$ cat src/rtl/load_store_unit.sv
// MEM-stage load/store unit: aligns one access at a time onto a full-width data bus,
// with a request/response handshake, bus wait states, flush and load-data extension.
module load_store_unit #(
    parameter int DATA_WIDTH = 32,
    parameter int ADDR_WIDTH = 32
) (
    input  logic                    clk,
    input  logic                    resetn,
    input  logic                    req_valid,
    output logic                    req_ready,
    input  logic                    req_we,
    input  logic [1:0]              req_size,
    input  logic                    req_unsigned,
    input  logic [ADDR_WIDTH-1:0]   req_addr,
    input  logic [DATA_WIDTH-1:0]   req_wdata,
    input  logic [4:0]              req_rd,
    input  logic                    flush,
    output logic                    rsp_valid,
    output logic [DATA_WIDTH-1:0]   rsp_rdata,
    output logic [4:0]              rsp_rd,
    output logic [1:0]              rsp_err,
    output logic                    bus_valid,
    input  logic                    bus_ready,
    output logic [ADDR_WIDTH-1:0]   bus_addr,
    output logic                    bus_we,
    output logic [DATA_WIDTH/8-1:0] bus_strb,
    output logic [DATA_WIDTH-1:0]   bus_wdata,
    input  logic                    bus_rvalid,
    input  logic [DATA_WIDTH-1:0]   bus_rdata,
    input  logic                    bus_err,
    output logic                    busy
);

    localparam int NB = DATA_WIDTH / 8;
    localparam int OFFW = $clog2(NB);
    localparam logic [1:0] MAX_SIZE = 2'(OFFW);

    typedef enum logic [1:0] {
        S_IDLE = 2'd0,
        S_ADDR = 2'd1,
        S_DATA = 2'd2
    } state_t;

    // Access wider than the bus, or address not a multiple of the access size.
    function automatic logic req_illegal(input logic [1:0] size, input logic [2:0] addr_lo);
        logic [2:0] low_mask;
        low_mask = 3'((4'd1 << size) - 4'd1);
        return (size > MAX_SIZE) || ((addr_lo & low_mask) != 3'd0);
    endfunction

    function automatic logic [NB-1:0] lane_strb(input logic [1:0] size, input logic [OFFW-1:0] off);
        logic [NB-1:0] s;
        int            n;
        n = 32'sd1 << size;
        for (int b = 0; b < NB; b++) begin
            s[b] = (b >= int'(off)) && (b < int'(off) + n);
        end
        return s;
    endfunction

    function automatic logic [DATA_WIDTH-1:0] byte_mask(input logic [1:0] size);
        logic [DATA_WIDTH-1:0] m;
        for (int b = 0; b < NB; b++) begin
            m[8*b +: 8] = (b < (32'sd1 << size)) ? 8'hFF : 8'h00;
        end
        return m;
    endfunction

    // Bring the addressed lanes down to bit 0, then fill the upper bytes with sign or zero.
    function automatic logic [DATA_WIDTH-1:0] load_extend(
        input logic [DATA_WIDTH-1:0] rdata,
        input logic [OFFW-1:0]       off,
        input logic [1:0]            size,
        input logic                  uns
    );
        logic [DATA_WIDTH-1:0] sh;
        logic [DATA_WIDTH-1:0] res;
        logic                  sign;
        sh = rdata >> {off, 3'b000};
        case (size)
            2'd0:    sign = sh[7];
            2'd1:    sign = sh[15];
            2'd2:    sign = sh[31];
            default: sign = sh[DATA_WIDTH-1];
        endcase
        sign = sign & ~uns;
        for (int b = 0; b < NB; b++) begin
            res[8*b +: 8] = (b < (32'sd1 << size)) ? sh[8*b +: 8] : {8{sign}};
        end
        return res;
    endfunction

    state_t                  state_q, state_d;
    logic                    ready_q, ready_d;
    logic                    busy_q, busy_d;
    logic                    bus_valid_q, bus_valid_d;
    logic [ADDR_WIDTH-1:0]   bus_addr_q, bus_addr_d;
    logic                    bus_we_q, bus_we_d;
    logic [NB-1:0]           bus_strb_q, bus_strb_d;
    logic [DATA_WIDTH-1:0]   bus_wdata_q, bus_wdata_d;
    logic [1:0]              size_q, size_d;
    logic                    uns_q, uns_d;
    logic [OFFW-1:0]         off_q, off_d;
    logic [4:0]              rd_q, rd_d;
    logic                    kill_q, kill_d;
    logic                    rsp_valid_q, rsp_valid_d;
    logic [DATA_WIDTH-1:0]   rsp_rdata_q, rsp_rdata_d;
    logic [4:0]              rsp_rd_q, rsp_rd_d;
    logic [1:0]              rsp_err_q, rsp_err_d;
    logic                    accept_s;
    logic                    illegal_s;
    logic                    drop_s;
    logic [OFFW-1:0]         off_s;

    // Next-state and next-output computation for the IDLE/ADDR/DATA sequencer.
    always_comb begin
        state_d     = state_q;
        bus_valid_d = bus_valid_q;
        bus_addr_d  = bus_addr_q;
        bus_we_d    = bus_we_q;
        bus_strb_d  = bus_strb_q;
        bus_wdata_d = bus_wdata_q;
        size_d      = size_q;
        uns_d       = uns_q;
        off_d       = off_q;
        rd_d        = rd_q;
        kill_d      = kill_q;
        rsp_valid_d = 1'b0;
        rsp_rdata_d = rsp_rdata_q;
        rsp_rd_d    = rsp_rd_q;
        rsp_err_d   = rsp_err_q;
        off_s       = req_addr[OFFW-1:0];
        accept_s    = req_valid && (state_q == S_IDLE) && !flush;
        illegal_s   = req_illegal(req_size, req_addr[2:0]);
        drop_s      = kill_q || flush;

        case (state_q)
            S_IDLE: begin
                if (accept_s && illegal_s) begin
                    rsp_valid_d = 1'b1;
                    rsp_err_d   = 2'b01;
                    rsp_rdata_d = {DATA_WIDTH{1'b0}};
                    rsp_rd_d    = req_rd;
                end else if (accept_s) begin
                    state_d     = S_ADDR;
                    bus_valid_d = 1'b1;
                    bus_addr_d  = {req_addr[ADDR_WIDTH-1:OFFW], {OFFW{1'b0}}};
                    bus_strb_d  = lane_strb(req_size, off_s);
                    bus_wdata_d = (req_wdata & byte_mask(req_size)) << {off_s, 3'b000};
                    bus_we_d    = req_we;
                    size_d      = req_size;
                    uns_d       = req_unsigned;
                    off_d       = off_s;
                    rd_d        = req_rd;
                    kill_d      = 1'b0;
                end else begin
                    state_d = S_IDLE;
                end
            end
            S_ADDR: begin
                if (bus_ready) begin
                    // A flush landing on the handshake still owes the bus its data beat.
                    state_d     = S_DATA;
                    bus_valid_d = 1'b0;
                    kill_d      = flush;
                end else if (flush) begin
                    state_d     = S_IDLE;
                    bus_valid_d = 1'b0;
                end else begin
                    state_d = S_ADDR;
                end
            end
            S_DATA: begin
                if (bus_rvalid && !drop_s) begin
                    state_d     = S_IDLE;
                    rsp_valid_d = 1'b1;
                    rsp_rd_d    = rd_q;
                    rsp_err_d   = {bus_err, 1'b0};
                    rsp_rdata_d = (bus_err || bus_we_q) ? {DATA_WIDTH{1'b0}}
                                                        : load_extend(bus_rdata, off_q, size_q, uns_q);
                end else if (bus_rvalid) begin
                    state_d = S_IDLE;
                end else begin
                    kill_d = drop_s;
                end
            end
            default: begin
                state_d     = S_IDLE;
                bus_valid_d = 1'b0;
            end
        endcase

        ready_d = (state_d == S_IDLE);
        busy_d  = (state_d != S_IDLE);
    end

    // State and output registers with synchronous active-low reset.
    always_ff @(posedge clk) begin
        if (!resetn) begin
            state_q     <= S_IDLE;
            ready_q     <= 1'b1;
            busy_q      <= 1'b0;
            bus_valid_q <= 1'b0;
            bus_addr_q  <= {ADDR_WIDTH{1'b0}};
            bus_we_q    <= 1'b0;
            bus_strb_q  <= {NB{1'b0}};
            bus_wdata_q <= {DATA_WIDTH{1'b0}};
            size_q      <= 2'd0;
            uns_q       <= 1'b0;
            off_q       <= {OFFW{1'b0}};
            rd_q        <= 5'd0;
            kill_q      <= 1'b0;
            rsp_valid_q <= 1'b0;
            rsp_rdata_q <= {DATA_WIDTH{1'b0}};
            rsp_rd_q    <= 5'd0;
            rsp_err_q   <= 2'b00;
        end else begin
            state_q     <= state_d;
            ready_q     <= ready_d;
            busy_q      <= busy_d;
            bus_valid_q <= bus_valid_d;
            bus_addr_q  <= bus_addr_d;
            bus_we_q    <= bus_we_d;
            bus_strb_q  <= bus_strb_d;
            bus_wdata_q <= bus_wdata_d;
            size_q      <= size_d;
            uns_q       <= uns_d;
            off_q       <= off_d;
            rd_q        <= rd_d;
            kill_q      <= kill_d;
            rsp_valid_q <= rsp_valid_d;
            rsp_rdata_q <= rsp_rdata_d;
            rsp_rd_q    <= rsp_rd_d;
            rsp_err_q   <= rsp_err_d;
        end
    end

    assign req_ready = ready_q;
    assign busy      = busy_q;
    assign bus_valid = bus_valid_q;
    assign bus_addr  = bus_addr_q;
    assign bus_we    = bus_we_q;
    assign bus_strb  = bus_strb_q;
    assign bus_wdata = bus_wdata_q;
    assign rsp_valid = rsp_valid_q;
    assign rsp_rdata = rsp_rdata_q;
    assign rsp_rd    = rsp_rd_q;
    assign rsp_err   = rsp_err_q;

endmodule
$ cat config.mk
export PLATFORM = sky130hd
export DESIGN_NAME = load_store_unit
export DESIGN_NICKNAME = d
export VERILOG_FILES = /design/src/rtl/load_store_unit.sv
export SDC_FILE = /design/constraint.sdc
export NUM_CORES = 1
export LEC_CHECK = 0
export ABC_AREA = 1
export CORE_ASPECT_RATIO = 1.25
export CORE_MARGIN = 2
export CORE_UTILIZATION = 40
export CTS_CLUSTER_DIAMETER = 60
export DETAILED_ROUTE_END_ITERATION = 12
export GPL_TIMING_DRIVEN = 0
export PLACE_DENSITY = 0.8
export SLEW_MARGIN = 20
export SYNTH_ARGS = -nofsm -noshare
export SYNTH_HDL_FRONTEND = slang
export SYNTH_SLANG_ARGS = --single-unit
$ cat constraint.sdc
create_clock -name clk -period 1.78 [get_ports clk]
set_input_delay 0.356 -clock clk [delete_from_list [all_inputs] [get_ports clk]]
set_output_delay 0.356 -clock clk [all_outputs]
set_load 0.01 [all_outputs]
=== Word-level counts from Yosys, hierarchy flattened ===
Cells that the tools add are included.

* Flip-flop bits (word level): 123
* Output and inout bits: 112
* Word-level logic and storage cells: 122

* Magnitude comparators: 16
* Shift operators: 5
* Mux-type cells: 42
* Equality and inequality tests: 11
* Reduce and logical (&&, ||, !) cells: 23
* $add $sub $neg: 2
* Bitwise operators: 6

{| class="wikitable"
|+ Operator list
! cell !! number
|-
| less-than comparator 3 x 32 -> 1 bit (first input constant) || 6
|-
| less-than comparator 1 x 32 -> 1 bit (first input constant) || 3
|-
| less-than comparator 2 x 32 -> 1 bit (first input constant) || 3
|-
| 2-to-1 mux 32 bit || 3
|-
| 2-to-1 mux 8 bit || 8
|-
| case mux 32 bit (2 select lines) || 1
|-
| left shift 1 x 2 -> 32 bit (first input constant) || 2
|-
| adder 3 x 32 -> 32 bit || 1
|-
| AND 32 bit || 1
|-
| left shift 32 x 5 -> 32 bit || 1
|-
| right shift 32 x 5 -> 32 bit || 1
|-
| 2-to-1 mux 1 bit || 15
|-
| 2-to-1 mux 2 bit || 6
|-
| inequality test 2 bit (second input constant) || 6
|-
| 2-to-1 mux 5 bit || 2
|-
| case mux 5 bit (2 select lines) || 1
|-
| logical AND 1 bit || 7
|-
| logical NOT 2 bit || 3
|-
| case mux 1 bit (3 select lines) || 2
|-
| case mux 2 bit (3 select lines) || 1
|-
| AND reduction 3 bit || 2
|-
| AND reduction 6 bit || 1
|-
| nonzero test 3 bit || 2
|-
| equality test 2 x 1 -> 1 bit (second input constant) || 2
|-
| 17 further kinds || 25
|}

=== Depth between registers and ports, before layout ===
Gate-level depths: netlist (run 1).

* Word-level depth: 10
* Gate-level depth with buffers: 12

=== Least setup slack after synthesis (run 1) ===
No wires, ideal clock.

* Kind: input to register
* Start point: input req_size[1]
* End point: register bus_strb_q[2] (netlist: bus_strb[2])
* Stages: 11
* Library setup time: 0.132 ns
* Setup slack: -0.130 ns
* Data arrival time: 1.777 ns
* Required time: 1.648 ns
* Cells stage by stage: buf_2 buf_1 nor2_1 inv_1 fa_1 a21oi_1 nand2_1 nand2_1 o21ai_0 o211ai_1 a21oi_1

* Longest elaborated chain between the ends: 8

{| class="wikitable"
|+ Ends and longest elaborated chain
! what !! line !! RTL
|-
| start: declaration || 12 || <nowiki>input logic [1:0] req_size,</nowiki>
|-
| branches (longest 8 deep; another with adder 3 x 32 -> 32 bit) || n/a ||
|-
| end signal: assignment || 206 || <nowiki>bus_strb_q <= {NB{1'b0}};</nowiki>
|-
| end signal: assignment || 224 || <nowiki>bus_strb_q <= bus_strb_d;</nowiki>
|-
| end: declaration || 99 || <nowiki>logic [NB-1:0] bus_strb_q, bus_strb_d;</nowiki>
|}

Parallel ways; which one is timed is not known.
A chain may end at the register's enable or synchronous reset.

=== Final worst setup path (run 1) ===
* Start point: register bus_wdata_q[21] (netlist: bus_wdata[21])
* End point: output bus_wdata[21]

{| class="wikitable"
|+ RTL lines
! what !! line !! RTL
|-
| start: declaration || 100 || <nowiki>logic [DATA_WIDTH-1:0] bus_wdata_q, bus_wdata_d;</nowiki>
|-
| start signal: assignment || 207 || <nowiki>bus_wdata_q <= {DATA_WIDTH{1'b0}};</nowiki>
|-
| start signal: assignment || 225 || <nowiki>bus_wdata_q <= bus_wdata_d;</nowiki>
|-
| end: declaration || 27 || <nowiki>output logic [DATA_WIDTH-1:0] bus_wdata,</nowiki>
|}

No word-level cell between the ends.

==> results.md, run 1 <==
* RR Endpoint: rsp_rdata[10]
* Worst hold path cell count at 3
* Met1 routing resource usage after global routing at 27.2%
* Synthesized area at 5990 sq um
* Layout Nets at 1266
* TritonCTS clock tree: yes
* Gate Count Post-Synth at 891
* Worst setup path class: reg2out
* Synthesized-area fraction occupied by adder cells at 1.80%
* Final min period at 1.75 ns
* Hold violation total from the final report at 0
* DP Area at 8440 sq um
* Crit path max-delay family: buffers and inverters
* Global-route wire length before repair at 32200 um
* Power per standard cell area at 845 nW/um^2
* HP Start: req_size[0]
* Number of flip-flops and latches in the synthesized netlist at 123
* Hold worst-path end: size_q[0]
* Largest stage delay on the critical path at 0.61 ns
* Util after Layout at 63.1%
* Max stage delay cell, worst path: sky130_fd_sc_hd__clkdlybuf4s50_1
* Worst Clk Skew at 0.00988 ns
* Die Width at 113 um
* Fin crit share at 98.3%
* Number of iterations in the first detailed-routing pass at 5
* Simple-gate share of the synthesized area at 27.4%
* Place WS at -0.991 ns
* Synthesis warning total at 0
* Startpoint type of the worst setup path: flip-flop
* Routability congestion estimate from global placement at 0.898
* Count of port buffers added during placement at 220
* Status: finished clean
* Std-Cell Core Area at 14800 sq um
* Switching power of the nets at 2.13 mW
* Total of fill cells in the finished design at 1354
* Via count of the routed design at 6890
* Reg power frac at 36.8%
* Post-detail-place hpwl at 15700 um
* Via density per instance at 5.14
* Pin count of the biggest net entering global routing at 17
* Vias in the first global route at 6563
* Net Sw Frac at 27.0%
* Total overflow reported by the global router at 0
* Leading area contributor after synthesis: sky130_fd_sc_hd__dfxtp_1
* Post-route antenna net violation count at 0
* CTS H-Tree Depth at 4
* Count of max-cap constraint violations at 0
* Headroom to the max-slew limit at 58.7%
* Endpoint type of the worst setup path: output port
* Crit path DAT at 1.39 ns
* Worst Path Required at 1.42 ns
* Routed len/inst at 15.6 um
* Number of hold buffers added after cts at 0
* Setup TNS Final at 0 ns
* Post-synthesis compound-gate area fraction at 20.4%
* Highest Clock Rate at 571 MHz
* Row cnt at 50
* Met3 layer usage reported by global route at 9.59%
* Maximum resistive drop on vdd at 0.583 mV
* Die Outline Area at 16000 sq um
* Antenna violations before repair at 0
* Overall global routing resource usage at 25.5%
* Final Instance Area at 9360 sq um
* Worst-path maximum fanout at 2
* Worst R2R Start: state_q[1]
* Sequential cell area fraction in the yosys report at 41.1%
* Most common cell after layout, fill and taps aside: sky130_fd_sc_hd__nand2_1
* Logic gate share of total power at 18.4%
* Most Used Layer, Global Route: met2
* Combinational family with the most area after synthesis: simple AND/OR/NAND/NOR gates
* Cell leakage power at 3.64 nW
* Pins Over Slew Limit at 0
* Final worst-path setup slack at 0.0294 ns
* Proportion of power drawn by the clock network at 44.9%
* Clock Path Buffers at 2
* Leading cell types by total area after synthesis: sky130_fd_sc_hd__dfxtp_1 (41%), sky130_fd_sc_hd__nand2_1 (19%), sky130_fd_sc_hd__a21oi_1 (9.7%), sky130_fd_sc_hd__o21ai_0 (7.3%), sky130_fd_sc_hd__nor2_1 (3.3%)
* Number of clock buffers inserted by TritonCTS at 17
* Sum of buffers and inverters on the critical path at 1
* Met2 track demand over resource in global routing at 44.9%
* Count of cells along the worst register-to-register path at 11
* Register-to-register path setup slack at 0.08 ns
* Area of the multi-input gates at 3140 sq um
* Final cell count without fillers at 1341
* Wirelength, routed at 20900 um
* Clock insertion delay at the later pin of the skew report at 0.43 ns
* Layout cell share with drive strength beyond 1 at 11.0%
* Count of final setup violators at 0
* Post-synthesis xor/xnor area fraction at 0%
* Area added between synthesis and finish at 56.3%
* Top-Level Pins at 224
* Mean Syn Cell Area at 6.72 sq um
* Dpl cells at 1294
* Height of the die at 141 um
* Number of violations reported at the end of detailed-routing iteration 0 at 514
* Multiplexer fraction of the synthesized cell area at 1.00%
* Clock sink count at 123
* Sequential cell area at 2470 sq um
* Number of antenna diodes at 0
* Power Internal at 5.78 mW
* Highest-count cells in the layout ignoring fill and taps: sky130_fd_sc_hd__nand2_1 (307), sky130_fd_sc_hd__clkdlybuf4s50_1 (216), sky130_fd_sc_hd__dfxtp_1 (121)
* Least-Margin Pin Slew at 0.620 ns
* Type of the worst min-delay path: in2reg
* Clock transition at path regs at 0.06 ns
* Critical-path cell list: clkdlybuf4s50_1
* DRC violations left at 0
* Clock tree root buffer cell: sky130_fd_sc_hd__clkbuf_16
* Top-area cell type share of the netlist area at 41.1%
* Initial standard-cell utilization of the core at 40.4%
* Unrepaired setup endpoints after global routing: yes
* Yosys cell types at 34
-- power groups by stage --
stage | combinational [mW] | sequential [mW] | clock, mW
floorplan | 0.643 | 3.00 | 0
global placement | 1.32 | 2.96 | 0
detailed placement | 1.33 | 2.97 | 0
CTS | 1.39 | 2.91 | 3.60
global route | 1.58 | 2.92 | 3.72
finish | 1.45 | 2.91 | 3.55
-- cell families after synthesis --
group	after synthesis
compound gates	231
flops	123
fa+ha+maj	8
buf+inv	113
simple gates	409
other cells	1
mux	6
-- synth_stat cells (all sizes together) --
master  count
nand2     316
dfxtp     123
a21oi     116
o21ai      92
nor2       57
inv        51
buf        32
nand3      32
clkbuf     29
o21a        8
ha          7
o21bai      7
mux2i       6
o221a       3
a31oi       2
nor3        2
a211oi      1
clkinv      1
conb        1
fa          1
nand4       1
o211ai      1
o31ai       1
or3         1
-- final cells by class --
class,count,share of cell area [%]
buffer,60,4.12
clock buffer,18,4.69
clock inverter,14,1.80
inverter,52,2.15
multi-input combinational,656,33.5
sequential,123,26.4
tap,182,2.43
timing repair buffer,236,24.9
-- tightest hold or removal path, delay by kind of cell --
kind | cells | cell delay, ns
compound gates | 2 | 0.23
buf+inv | 1 | 0.15
-- worst max-delay path by stage --
| stage | from | endpoint | slack [ns] | cells after the start |
|---|---|---|---|---|
| 2_1_floorplan | req_addr[1] | bus_strb[2] | -0.03 | 10 |
| 3_3_place_gp | req_size[0] | bus_wdata[26] | -0.96 | 11 |
| 3_5_place_dp | req_size[0] | bus_wdata[30] | -0.99 | 11 |
| 4_1_cts | state_q[1] | rsp_rdata[7] | 0.006 | 11 |
| 5_1_grt | state_q[1] | rsp_rdata[7] | -0.01 | 11 |
| 6_report | bus_wdata[21] | bus_wdata[21] | 0.03 | 1 |
-- state kept, by name, summed over array words and instances, names as in the netlist, 2 cells and up --
signal,flops
size_q,2
rsp_rd,5
rd_q,5
state_q,2
bus_wdata,32
rsp_rdata,32
bus_strb,4
off_q,2
bus_addr,30
rsp_err,2
-- metal layers --
layer  up-vias  routed length, um
met5         -                  0
met4         0                715
met3        59               1960
met2       324              10300
met1      3113               7960
li1       3394                  -
-- repair_timing --
action                                  4_1_cts  5_1_grt
endpoints found under the hold margin         0        0
cloned                                        1        0
pin swaps                                     6        7
setup buffers                                 7        8
resized for setup                            48       35
endpoints found under the setup margin      121      112
-- stage by stage --
step | total power, mW | hold slack [ns]
2_1_floorplan | 3.64 | 0.425
3_3_place_gp | 4.28 | 0.435
3_5_place_dp | 4.30 | 0.442
4_1_cts | 7.90 | 0.451
5_1_grt | 8.22 | 0.413
6_report | 7.91 | 0.359
No activity file was read; power rests on OpenSTA's default activity.
==> run 2: changes to the inputs <==
- GPL_TIMING_DRIVEN: 0 -> 1
==> run 2 against run 1 <==
Effect of this change:
- flip-flop and latch count stayed put
- fmax is 1.0% lower
- critical path depth is 13 higher
- via count is 1.1% higher
==> results.md, run 2 (synthesis results as in run 1) <==
* Status: finished clean (unchanged)
* Via density per instance at 5.12 (was 5.14)
* Fin crit share at 99.4% (was 98.3%)
* Top-Level Pins at 224 (unchanged)
* Number of violations reported at the end of detailed-routing iteration 0 at 406 (was 514)
* Global-route wire length before repair at 32200 um (about the same)
* Layout cell share with drive strength beyond 1 at 15.5% (was 11.0%)
* Area of the multi-input gates at 3230 sq um (was 3140 sq um)
* Clock insertion delay at the later pin of the skew report at 0.42 ns (was 0.43 ns)
* Post-route antenna net violation count at 0 (unchanged)
* Die Width at 113 um (unchanged)
* Hold violation total from the final report at 0 (unchanged)
* Count of cells along the worst register-to-register path at 12 (was 11)
* CTS H-Tree Depth at 4 (unchanged)
* Initial standard-cell utilization of the core at 40.4% (unchanged)
* Layout Nets at 1283 (was 1266)
* Count of port buffers added during placement at 221 (was 220)
* Worst-path maximum fanout at 7 (was 2)
* Pins Over Slew Limit at 0 (unchanged)
* Util after Layout at 66.7% (was 63.1%)
* Crit path DAT at 2.11 ns (was 1.39 ns)
* Setup TNS Final at 0 ns (unchanged)
* Count of final setup violators at 0 (unchanged)
* Final min period at 1.77 ns (was 1.75 ns)
* Die Outline Area at 16000 sq um (unchanged)
* Clock tree root buffer cell: sky130_fd_sc_hd__clkbuf_16 (unchanged)
* Power per standard cell area at 819 nW/um^2 (was 845 nW/um^2)
* Row cnt at 50 (unchanged)
* Worst Path Required at 2.12 ns (was 1.42 ns)
* Wirelength, routed at 20600 um (was 20900 um)
* Unrepaired setup endpoints after global routing: yes (unchanged)
* Most common cell after layout, fill and taps aside: sky130_fd_sc_hd__nand2_1 (unchanged)
* Endpoint type of the worst setup path: flip-flop (was output port)
* Startpoint type of the worst setup path: input port (was flip-flop)
* Area added between synthesis and finish at 65.1% (was 56.3%)
* Total of fill cells in the finished design at 1237 (was 1354)
* Routability congestion estimate from global placement at 0.956 (was 0.898)
* DP Area at 8870 sq um (was 8440 sq um)
* DRC violations left at 0 (unchanged)
* Highest-count cells in the layout ignoring fill and taps: sky130_fd_sc_hd__nand2_1 (305), sky130_fd_sc_hd__clkdlybuf4s50_1 (218), sky130_fd_sc_hd__dfxtp_1 (121) (was sky130_fd_sc_hd__nand2_1 (307), sky130_fd_sc_hd__clkdlybuf4s50_1 (216), sky130_fd_sc_hd__dfxtp_1 (121))
* Worst hold path cell count at 2 (was 3)
* TritonCTS clock tree: yes (unchanged)
* Count of max-cap constraint violations at 0 (unchanged)
* Final Instance Area at 9890 sq um (was 9360 sq um)
* Vias in the first global route at 6616 (was 6563)
* Antenna violations before repair at 1 (was 0)
* Height of the die at 141 um (unchanged)
* Register-to-register path setup slack at 0.01 ns (was 0.08 ns)
* Via count of the routed design at 6964 (was 6890)
* Total overflow reported by the global router at 0 (unchanged)
* Worst setup path class: in2reg (was reg2out)
* Pin count of the biggest net entering global routing at 40 (was 17)
* Clock sink count at 123 (unchanged)
* Routed len/inst at 15.1 um (was 15.6 um)
* Post-detail-place hpwl at 14500 um (was 15700 um)
* Overall global routing resource usage at 25.2% (was 25.5%)
* Type of the worst min-delay path: reg2reg (was in2reg)
* Number of iterations in the first detailed-routing pass at 5 (unchanged)
* Std-Cell Core Area at 14800 sq um (unchanged)
* Clock transition at path regs at 0.06 ns (about the same)
* Highest Clock Rate at 565 MHz (was 571 MHz)
* Cell leakage power at 3.87 nW (was 3.64 nW)
* Worst Clk Skew at 0.00890 ns (was 0.00988 ns)
* Maximum resistive drop on vdd at 0.548 mV (was 0.583 mV)
* Sequential cell area at 2470 sq um (unchanged)
* Number of clock buffers inserted by TritonCTS at 17 (unchanged)
* Clock Path Buffers at 2 (unchanged)
-- run 2: cell types whose count changed in the layout (fill, tap and decap cells not counted), moves of 4 or more --
cell | previous run | this run
sky130_fd_sc_hd__a21oi_1 | 114 | 109
sky130_fd_sc_hd__a21oi_2 | 2 | 7
sky130_fd_sc_hd__buf_12 | 2 | 13
sky130_fd_sc_hd__buf_2 | 9 | 0
sky130_fd_sc_hd__buf_4 | 21 | 67
sky130_fd_sc_hd__buf_6 | 12 | 7
sky130_fd_sc_hd__clkbuf_1 | 19 | 0
sky130_fd_sc_hd__clkbuf_2 | 12 | 0
sky130_fd_sc_hd__inv_6 | 1 | 7
sky130_fd_sc_hd__nand2_2 | 5 | 9
sky130_fd_sc_hd__nor2_1 | 48 | 35
sky130_fd_sc_hd__nor2_2 | 4 | 13
sky130_fd_sc_hd__nor2_4 | 5 | 10
-- run 2: metal layers --
layer / wire [um] / track usage [%] / vias to the layer above
li1: - / - / 3433
met1: 7900 / 27.3 / 3194
met2: 10200 / 43.9 / 290
met3: 1880 / 10.1 / 47
met4: 633 / 9.95 / 0
met5: 0 / 0 / -
-- run 2: what timing repair did --
item | in CTS | in global routing
setup buffers | 8 | 2
endpoints found under the setup margin | 119 | 85
hold buffers | 0 | 0
resized for setup | 17 | 52
pin swaps | 5 | 11
cloned | 3 | 2
-- run 2: final timing paths --
| kind | start | end |
|---|---|---|
| worst max-delay path | req_size[1] | rsp_rdata[19] |
| worst min-delay path | rd_q[1] | rd_q[1] |
| worst max register to register | state_q[1] | rsp_rdata[19] |
| worst min register to register | rd_q[1] | rd_q[1] |
-- run 2: where the power goes --
part           internal (mW)  total, mW  switching (mW)  leakage (nW)
sequential              2.85       2.91          0.0547         0.999
clock                   2.12       3.55            1.43         0.300
combinational          0.830       1.64           0.813          2.57
total                   5.80       8.10            2.30          3.87
-- run 2: worst max-delay path, stage by stage --
cell and delay, ns:
sky130_fd_sc_hd__dlygate4sd2_1 0.28, sky130_fd_sc_hd__nor2_4 0.14, sky130_fd_sc_hd__clkinv_2 0.08, sky130_fd_sc_hd__ha_1 0.17
sky130_fd_sc_hd__inv_1 0.06, sky130_fd_sc_hd__nand2_2 0.09, sky130_fd_sc_hd__nand2_2 0.10, sky130_fd_sc_hd__nand2_2 0.06
sky130_fd_sc_hd__buf_6 0.11, sky130_fd_sc_hd__nand3_4 0.12, sky130_fd_sc_hd__buf_6 0.15, sky130_fd_sc_hd__clkbuf_16 0.15
sky130_fd_sc_hd__nand2_1 0.05, sky130_fd_sc_hd__a21oi_1 0.18
-- run 2: per-stage QoR --
step           hold slack (ns)  std cells  power [mW]  setup slack (ns)
2_1_floorplan            0.425        892        3.64           -0.0307
3_3_place_gp             0.435       1312        4.40            -0.651
3_5_place_dp             0.440       1312        4.41            -0.690
4_1_cts                  0.448       1355        8.07           0.00176
5_1_grt                  0.472       1359        8.43           -0.0829
6_report                 0.451       1359        8.10            0.0108
-- run 2: area by class of cell --
cell class / count / area share, %
repair buffers: 312 / 31.9
clock inverters: 15 / 1.76
flip-flops and latches: 123 / 25.0
clock buffers: 17 / 4.30
well taps: 182 / 2.30
diodes: 1 / 0.0253
multi-input cells: 657 / 32.7
inverters: 52 / 2.04
